[src/rtl/product_dispenser_if.sv]
// Bundle of the dispenser's purchase, sensor and status signals.
// master = the upstream controller/environment, slave = the dispenser.
interface product_dispenser_if;
    logic [1:0] P;
    logic       confirm;
    logic       drop_sensor;
    logic       clear_error;
    logic [2:0] motor;
    logic       busy;
    logic       done;
    logic [1:0] done_code;
    logic       dropped;
    logic       error;

    modport master (
        output P, confirm, drop_sensor, clear_error,
        input  motor, busy, done, done_code, dropped, error
    );

    modport slave (
        input  P, confirm, drop_sensor, clear_error,
        output motor, busy, done, done_code, dropped, error
    );
endinterface

[src/rtl/product_dispenser.sv]
// Product dispenser: queues confirmed purchases, runs one slot motor per
// purchase for a fixed time, waits for the drop sensor, reports completion
// and latches a fault when a product never drops.
module product_dispenser #(
    parameter int MOTOR_CYCLES   = 8,
    parameter int TIMEOUT_CYCLES = 32,
    parameter int FIFO_DEPTH     = 4
) (
    input  logic                clk,
    input  logic                reset,
    product_dispenser_if.slave  bus
);
    localparam int PTR_W = $clog2(FIFO_DEPTH);
    localparam int CNT_W = $clog2(FIFO_DEPTH) + 1;
    localparam int TMAX  = (MOTOR_CYCLES > TIMEOUT_CYCLES) ? MOTOR_CYCLES : TIMEOUT_CYCLES;
    localparam int TMR_W = $clog2(TMAX + 1);
    localparam logic [TMR_W-1:0] RUN_LAST  = TMR_W'(MOTOR_CYCLES - 1);
    localparam logic [TMR_W-1:0] WAIT_LAST = TMR_W'(TIMEOUT_CYCLES - 1);
    localparam logic [CNT_W-1:0] CNT_FULL  = CNT_W'(FIFO_DEPTH);

    typedef enum logic [2:0] {
        S_IDLE,
        S_RUN,
        S_WAIT_DROP,
        S_DONE,
        S_FAULT
    } state_t;

    state_t             state_q, state_d;
    logic [TMR_W-1:0]   tmr_q, tmr_d;
    logic               seen_q, seen_d;
    logic [1:0]         cur_code_q, cur_code_d;
    logic [PTR_W-1:0]   wr_ptr_q, wr_ptr_d;
    logic [PTR_W-1:0]   rd_ptr_q, rd_ptr_d;
    logic [CNT_W-1:0]   count_q, count_d;
    logic [2:0]         motor_q, motor_d;
    logic               busy_q, busy_d;
    logic               done_q, done_d;
    logic [1:0]         done_code_q, done_code_d;
    logic               dropped_q, dropped_d;
    logic               error_q, error_d;

    logic [1:0]         mem [FIFO_DEPTH];
    logic               req, push, pop, flush;
    logic [2:0]         code_onehot;

    // A request is a confirm carrying a real slot; it is accepted only if there is room and no fault
    assign req  = bus.confirm && (bus.P != 2'd0);
    assign push = req && (count_q < CNT_FULL) && (state_q != S_FAULT);

    // Slot k drives motor bit k-1
    genvar gi;
    generate
        for (gi = 0; gi < 3; gi++) begin : g_onehot
            assign code_onehot[gi] = (cur_code_d == 2'(gi + 1));
        end
    endgenerate

    // Queue storage: written on accepted pushes, no reset needed since count guards reads
    always_ff @(posedge clk) begin
        if (push && !flush) begin
            mem[wr_ptr_q] <= bus.P;
        end
    end

    // Sequencer next-state: pop, run motor, wait for the drop, complete or fault
    always_comb begin
        state_d    = state_q;
        tmr_d      = tmr_q;
        seen_d     = seen_q;
        cur_code_d = cur_code_q;
        pop        = 1'b0;
        flush      = 1'b0;
        case (state_q)
            S_IDLE: begin
                if (count_q != '0) begin
                    pop        = 1'b1;
                    cur_code_d = mem[rd_ptr_q];
                    tmr_d      = '0;
                    seen_d     = 1'b0;
                    state_d    = S_RUN;
                end
            end
            S_RUN: begin
                if (bus.drop_sensor) begin
                    seen_d = 1'b1;
                end
                if (tmr_q >= RUN_LAST) begin
                    tmr_d   = '0;
                    state_d = S_WAIT_DROP;
                end else begin
                    tmr_d = tmr_q + 1'b1;
                end
            end
            S_WAIT_DROP: begin
                if (seen_q || bus.drop_sensor) begin
                    state_d = S_DONE;
                end else if (tmr_q >= WAIT_LAST) begin
                    // Product never dropped: discard everything still queued
                    tmr_d   = TMR_W'(TIMEOUT_CYCLES);
                    flush   = 1'b1;
                    state_d = S_FAULT;
                end else begin
                    tmr_d = tmr_q + 1'b1;
                end
            end
            S_DONE: begin
                seen_d  = 1'b0;
                state_d = S_IDLE;
            end
            S_FAULT: begin
                if (bus.clear_error) begin
                    state_d = S_IDLE;
                end
            end
            default: state_d = S_IDLE;
        endcase
    end

    // Queue pointer/occupancy update; fullness is judged on the pre-edge count
    always_comb begin
        wr_ptr_d = wr_ptr_q;
        rd_ptr_d = rd_ptr_q;
        count_d  = count_q;
        if (flush) begin
            wr_ptr_d = '0;
            rd_ptr_d = '0;
            count_d  = '0;
        end else begin
            if (push) begin
                wr_ptr_d = wr_ptr_q + 1'b1;
            end
            if (pop) begin
                rd_ptr_d = rd_ptr_q + 1'b1;
            end
            count_d = count_q + CNT_W'(push) - CNT_W'(pop);
        end
    end

    // Output next-values, aligned with the state they describe
    always_comb begin
        motor_d     = (state_d == S_RUN) ? code_onehot : 3'b000;
        busy_d      = (state_d != S_IDLE) || (count_d != '0);
        done_d      = (state_d == S_DONE);
        done_code_d = (state_d == S_DONE) ? cur_code_q : 2'd0;
        dropped_d   = req && !push;
        error_d     = (state_d == S_FAULT);
    end

    // State, queue and output registers
    always_ff @(posedge clk or negedge reset) begin
        if (!reset) begin
            state_q     <= S_IDLE;
            tmr_q       <= '0;
            seen_q      <= 1'b0;
            cur_code_q  <= 2'd0;
            wr_ptr_q    <= '0;
            rd_ptr_q    <= '0;
            count_q     <= '0;
            motor_q     <= 3'b000;
            busy_q      <= 1'b0;
            done_q      <= 1'b0;
            done_code_q <= 2'd0;
            dropped_q   <= 1'b0;
            error_q     <= 1'b0;
        end else begin
            state_q     <= state_d;
            tmr_q       <= tmr_d;
            seen_q      <= seen_d;
            cur_code_q  <= cur_code_d;
            wr_ptr_q    <= wr_ptr_d;
            rd_ptr_q    <= rd_ptr_d;
            count_q     <= count_d;
            motor_q     <= motor_d;
            busy_q      <= busy_d;
            done_q      <= done_d;
            done_code_q <= done_code_d;
            dropped_q   <= dropped_d;
            error_q     <= error_d;
        end
    end

    assign bus.motor     = motor_q;
    assign bus.busy      = busy_q;
    assign bus.done      = done_q;
    assign bus.done_code = done_code_q;
    assign bus.dropped   = dropped_q;
    assign bus.error     = error_q;
endmodule

[src/flat_wrapper.sv]
// flat-port wrapper written by rule: the top's interface ports become plain ports
module product_dispenser_flat 
#(
    parameter int MOTOR_CYCLES   = 8,
    parameter int TIMEOUT_CYCLES = 32,
    parameter int FIFO_DEPTH     = 4
)
  (clk, reset, bus_P, bus_confirm, bus_drop_sensor, bus_clear_error, bus_motor, bus_busy, bus_done, bus_done_code, bus_dropped, bus_error);
  product_dispenser_if bus_i ();
  input  logic clk;
  input  logic reset;
  input wire logic [$bits(bus_i.P)-1:0] bus_P;
  input wire logic [$bits(bus_i.confirm)-1:0] bus_confirm;
  input wire logic [$bits(bus_i.drop_sensor)-1:0] bus_drop_sensor;
  input wire logic [$bits(bus_i.clear_error)-1:0] bus_clear_error;
  output wire logic [$bits(bus_i.motor)-1:0] bus_motor;
  output wire logic [$bits(bus_i.busy)-1:0] bus_busy;
  output wire logic [$bits(bus_i.done)-1:0] bus_done;
  output wire logic [$bits(bus_i.done_code)-1:0] bus_done_code;
  output wire logic [$bits(bus_i.dropped)-1:0] bus_dropped;
  output wire logic [$bits(bus_i.error)-1:0] bus_error;
  assign bus_i.P = bus_P;
  assign bus_i.confirm = bus_confirm;
  assign bus_i.drop_sensor = bus_drop_sensor;
  assign bus_i.clear_error = bus_clear_error;
  assign bus_motor = bus_i.motor;
  assign bus_busy = bus_i.busy;
  assign bus_done = bus_i.done;
  assign bus_done_code = bus_i.done_code;
  assign bus_dropped = bus_i.dropped;
  assign bus_error = bus_i.error;
  product_dispenser #(.MOTOR_CYCLES(MOTOR_CYCLES), .TIMEOUT_CYCLES(TIMEOUT_CYCLES), .FIFO_DEPTH(FIFO_DEPTH)) u_core (.clk(clk), .reset(reset), .bus(bus_i));
endmodule
[config.mk]
export PLATFORM = sky130hd
export DESIGN_NAME = product_dispenser_flat
export DESIGN_NICKNAME = d
export VERILOG_FILES = /design/src/rtl/product_dispenser_if.sv /design/src/rtl/product_dispenser.sv /design/src/flat_wrapper.sv
export SDC_FILE = /design/constraint.sdc
export NUM_CORES = 1
export LEC_CHECK = 0
export CELL_PAD_IN_SITES_DETAIL_PLACEMENT = 1
export CELL_PAD_IN_SITES_GLOBAL_PLACEMENT = 1
export CORE_UTILIZATION = 25
export CTS_BUF_LIST = sky130_fd_sc_hd__clkbuf_16
export DETAILED_ROUTE_END_ITERATION = 8
export PLACE_DENSITY = 0.55
export SYNTH_ARGS = -nofsm -noshare
export SYNTH_HDL_FRONTEND = slang
export SYNTH_SLANG_ARGS = --single-unit
[constraint.sdc]
create_clock -name clk -period 3.2 [get_ports clk]
set_input_delay 0.32 -clock clk [delete_from_list [all_inputs] [get_ports clk]]
set_output_delay 0.32 -clock clk [all_outputs]
set_load 0.01 [all_outputs]
==> impl_metrics.ini, run 1 <==
[clocking]
cts_root_buffer = clkbuf_16
cts_num_sinks = 36
ctsHoldBuffers = 0
clock_path_buffers = 2
post_cts_buffers = 0
path_clk_slew_ns = 0.06
cts_tree = yes
worstSkewPairLatency_ns = 0.28
htree_levels = 2
numCtsBuffers = 5
cts_resized = 0

[power_and_ir_drop]
total_power_mw = 1.97
p_leak_nw = 0.848
power_per_cell_area_nw_per_um2 = 943
peakVddDrop_mv = 0.264

[global_route]
overflow = 0
antenna_found_initial = 0
grt_pass1_wl_um = 6320
grt_use_total = 0.116
grt_max_degree = 29
first_global_vias = 1265

[routing]
first_pass_iters = 6
antenna_left = 0
drcViolationCount = 1
wirelength_um = 3600
drt-initial-drc-count = 53
vias_per_cell = 4.76
num_vias = 1152
wire_per_inst_um = 14.9

[timing]
fmax_mhz = 354
finalHoldViolCount = 0
final.setup.worst_slack_ns = 0.372
worstMarginPinSlew_ns = 0.733
fin_worst_skew_ns = 0.00538
rsz0062_at_grt = false
min_period_ns = 2.83
fin_tns_setup_ns = 0
timing.final.crit_share = 0.884
setup_violations = 0
whs_ns = 0.431
maxSlewHeadroom = 0.511
slew_violations = 0

[worst_setup_path]
critPathLaunch = u_core.count_q[1]
start_kind = register
cp_cell_sequence = or3_1 -> and2_1 -> ha_1 -> inv_1 -> ha_1 -> inv_1 -> fa_1 -> xor2_1 -> xnor2_1 -> nand3b_1 -> nand4bb_1
crit_type = register to register
crit_arrival_ns = 2.98
critPathMaxStageDelay_ns = 0.42
path_max_fanout = 5
endpoint_kind = register
r2r_start = u_core.count_q[1]
slowest_stage = dfrtp_1
crit_required_ns = 3.35

[die]
dieArea_sq_um = 7210
io_pins = 16
initial_core_util = 0.264
coreArea_sq_um = 6490
rows = 29
die_h_um = 84.9
fp.dieW_um = 84.9

[min_path]
worst_hold_path_type = primary input to asynchronous set/reset pin

[placed_design]
dpl.cell_count = 234
dp_hpwl_um = 2630
io_buffers = 15
gp_congestion = 0.712
pre_cts_slack_ns = 0.402
place_area_sq_um = 1960

[status]
status = finished, violations left
violations = design-rule violations

[synth]
syn_area_sq_um = 1720
synth_edf_count = 8
yosys_warnings = 0
synthFlopType = dfrtp_1
synth_top_area_share = 0.408
yosysUniqueCellTypes = 44
synth.net_count = 157
avgSynthCellArea_sq_um = 12.1
synth_area_leader_cell = dfrtp_1
syn_inst = 142
synth-seq-cells = 36
netlist_top_cells_area = dfrtp_1, edfxtp_1, ha_1, nor2_1, mux4_2
synth_seq_area_share = 0.548
async_flop_share = 0.778

[finish]
layout-drive-gt1-share = 0.121
fin_area_sq_um = 2090
syn2layout_area_growth_pct = 21.9
n_antenna_cell = 0
nNetsFinal = 179
fillers = 713
fin_util = 0.322
stdcell_count = 242

[job]
cap_violations = 0
[where the power goes]
part | switching [mW] | internal [mW] | total [mW]
combinational | 0.408 | 0.365 | 0.773
clock | 0.178 | 0.282 | 0.460
sequential | 0.131 | 0.611 | 0.742
total | 0.716 | 1.26 | 1.97
[cells in the mapped netlist (all sizes together) (2+ instances only)]
cell type  instances
nand3              4
mux4               2
buf                4
o22ai              2
nor4               2
edfxtp             8
inv                9
ha                 7
xnor2              3
o2bb2ai            2
nor2              14
o21bai             2
a41oi              2
nor3b              3
nand2b             2
a21oi              7
o21ai              5
nor3               3
and2               6
xor2               2
mux2i              2
dfrtp             28
nand2              5
nor2b              2
[cells by family after synthesis]
family	synth area share
AOI/OAI and AO/OA	0.117
xor gates and xnor gates	0.0255
adders and majority gates	0.0626
buffers and inverters	0.0422
DFF	0.548
muxes	0.0444
and+or+nand+nor	0.160
[cells in the final DEF (no fill, tap or decap), types with 3 or more instances in the layout]
cell / count
buf_4: 4
inv_1: 9
nor3_1: 3
ha_1: 7
nor3b_1: 3
xnor2_1: 3
nand3_1: 4
o21ai_0: 5
clkdlybuf4s50_1: 15
clkbuf_16: 5
a21oi_1: 7
edfxtp_1: 8
nor2_1: 14
and2_1: 6
nand2_1: 5
dfrtp_1: 28
[routing by layer]
metal,track usage,routed length (um),vias to the layer above
met5,0,0,-
met4,0.0570,85,0
met3,0.0389,85,6
met2,0.186,1750,15
met1,0.141,1680,583
li1,-,-,548
[worst max-delay path, delay by kind of cell, from the launching register on]
kind	cells	cell delay, ns
xor+xnor	2	0.37
fa+ha+maj	3	0.84
buf+inv	2	0.11
flops	1	0.42
simple gates	4	0.95
[sequential cells by signal (all words and copies together), names as in the netlist]
register,cells
u_core.bus.busy,1
u_core.bus.done,1
u_core.bus.done_code,2
u_core.bus.dropped,1
u_core.bus.error,1
u_core.bus.motor,3
u_core.count_q,3
u_core.cur_code_q,2
u_core.mem,8
u_core.rd_ptr_q,2
u_core.seen_q,1
u_core.state_q,3
u_core.tmr_q,6
u_core.wr_ptr_q,2
[layout make-up]
class,count,area [sq um],share of cell area
sequential,36,941,0.449
multi-input combinational,93,704,0.336
timing repair buffer,19,180,0.0860
clock buffer,5,125,0.0597
tap,77,96.3,0.0460
inverter,9,33.8,0.0161
clock inverter,3,13.8,0.00657
[path summary, 6_finish.rpt]
path	end	slack (ns)	cells past startpoint
worst max-delay path	u_core.bus.busy	0.37	11
worst max register to register	u_core.bus.busy	0.37	11
min in group clk	u_core.bus.done_code[1]	0.49	1
worst min-delay path	u_core.tmr_q[4]	0.43	2
worst min register to register	u_core.bus.done_code[1]	0.49	1
max in group asynchronous	u_core.count_q[0]	2.50	2
Power figures use the tool's default switching activity.
==> run 2: changes to the inputs <==
CORE_UTILIZATION = 45   (was 25)
PLACE_DENSITY = 0.84   (was 0.55)
==> impl_metrics.ini, run 2 (synthesis gave the netlist of run 1 again) <==
[clocking]
ctsHoldBuffers = 0
worstSkewPairLatency_ns = 0.28
path_clk_slew_ns = 0.06
cts_root_buffer = clkbuf_16
post_cts_buffers = 0
numCtsBuffers = 5
cts_tree = yes
clock_path_buffers = 2
cts_resized = 0
htree_levels = 2
cts_num_sinks = 36

[finish]
fillers = 391
layout-drive-gt1-share = 0.122
top_regs = u_core.mem x8, u_core.tmr_q x6
final_cell_mix = dfrtp_1, clkdlybuf4s50_1, nor2_1
syn2layout_area_growth_pct = 21.3
fin_util = 0.569
largest_reg_flops = 8
fin_area_sq_um = 2080
n_antenna_cell = 0
regMostFlops = u_core.mem
nNetsFinal = 178
mostFrequentLayoutCell = dfrtp_1

[power_and_ir_drop]
p_sw_uw = 779
p_leak_nw = 0.853
comb_power_share = 0.373
peakVddDrop_mv = 0.494
clkPwrFrac = 0.267
seq_power_share = 0.360
intPower_mw = 1.34
power_per_cell_area_nw_per_um2 = 1020
sw_frac_of_total = 0.368

[placed_design]
io_buffers = 15
dp_hpwl_um = 2780
place_area_sq_um = 1910
pre_cts_slack_ns = 0.297
gp_congestion = 0.799

[worst_setup_path]
cp_num_buf_inv = 2
start_kind = register
crit_arrival_ns = 3.11
crit_required_ns = 3.34
slowest_stage = dfrtp_1
crit_type = register to register
path_max_fanout = 10
endpoint_kind = register
critical-path-top-delay-family = simple AND/OR/NAND/NOR gates
critPathMaxStageDelay_ns = 0.49
cp_cell_sequence = nor3_1 -> and2_1 -> ha_1 -> inv_1 -> ha_1 -> inv_1 -> fa_1 -> xor2_1 -> xnor2_1 -> nand3b_1 -> nand4bb_1
r2r_start = u_core.state_q[0]
critPathLaunch = u_core.state_q[0]

[timing]
fmax_mhz = 337
worstMarginPinSlew_ns = 0.782
fin_worst_skew_ns = 0.00770
final.setup.worst_slack_ns = 0.230
setup_violations = 0
whs_ns = 0.425
maxSlewHeadroom = 0.479
min_period_ns = 2.97
rsz0062_at_grt = false
timing.final.crit_share = 0.928
fin_tns_setup_ns = 0
slew_violations = 0
finalHoldViolCount = 0

[global_route]
grt_max_degree = 29
first_global_vias = 1314
grt_pass1_wl_um = 6780
antenna_found_initial = 0
overflow = 0
grt_use_total = 0.232

[routing]
wirelength_um = 4010
drt-initial-drc-count = 24
vias_per_cell = 5.69
first_pass_iters = 4
num_vias = 1206
antenna_left = 0
wire_per_inst_um = 18.9
drcViolationCount = 0

[min_path]
worst_hold_path_type = primary input to asynchronous set/reset pin

[status]
status = completed

[die]
fp.dieW_um = 63.8
coreArea_sq_um = 3660
rows = 22
io_pins = 16
die_h_um = 63.8
dieArea_sq_um = 4070
initial_core_util = 0.469

[job]
cap_violations = 0
[run 2: worst paths after layout]
path                                      endpoint  slack, ns  depth (start not counted)
max in group asynchronous        u_core.count_q[1]       2.50                          2
min in group clk           u_core.bus.done_code[1]       0.49                          1
min                           u_core.cur_code_q[0]       0.43                          2
max                                u_core.bus.busy       0.23                         11
min reg2reg                u_core.bus.done_code[1]       0.49                          1
max reg2reg                        u_core.bus.busy       0.23                         11
[run 2: power by group through the flow]
stage	combinational, mW	sequential [mW]	clock (mW)
after floorplan	0.569	0.729	0
after global placement	0.713	0.750	0
after detailed placement	0.771	0.764	0
after CTS	0.795	0.763	0.578
after global routing	0.878	0.783	0.588
final	0.789	0.763	0.565
[run 2: through the flow]
step | cells | total power, mW
2_1_floorplan | 142 | 1.30
3_3_place_gp | 204 | 1.46
3_5_place_dp | 204 | 1.54
4_1_cts | 212 | 2.14
5_1_grt | 212 | 2.25
6_report | 212 | 2.12
[run 2: layout make-up]
cell class                      instances  area (sq um)  area share
Tap cell                               48          60.1      0.0288
Clock inverter                          3          46.3      0.0222
Sequential cell                        36           941       0.452
Inverter                                9          33.8      0.0162
Multi-Input combinational cell         93           704       0.338
Clock buffer                            5           125      0.0601
Timing Repair Buffer                   18           173      0.0829
[run 2: layer usage]
layer  global-route usage  part of all wire
met5                    0                 0
met4                0.128             0.026
met3               0.0607             0.038
met2                0.395              0.53
met1                0.263              0.40
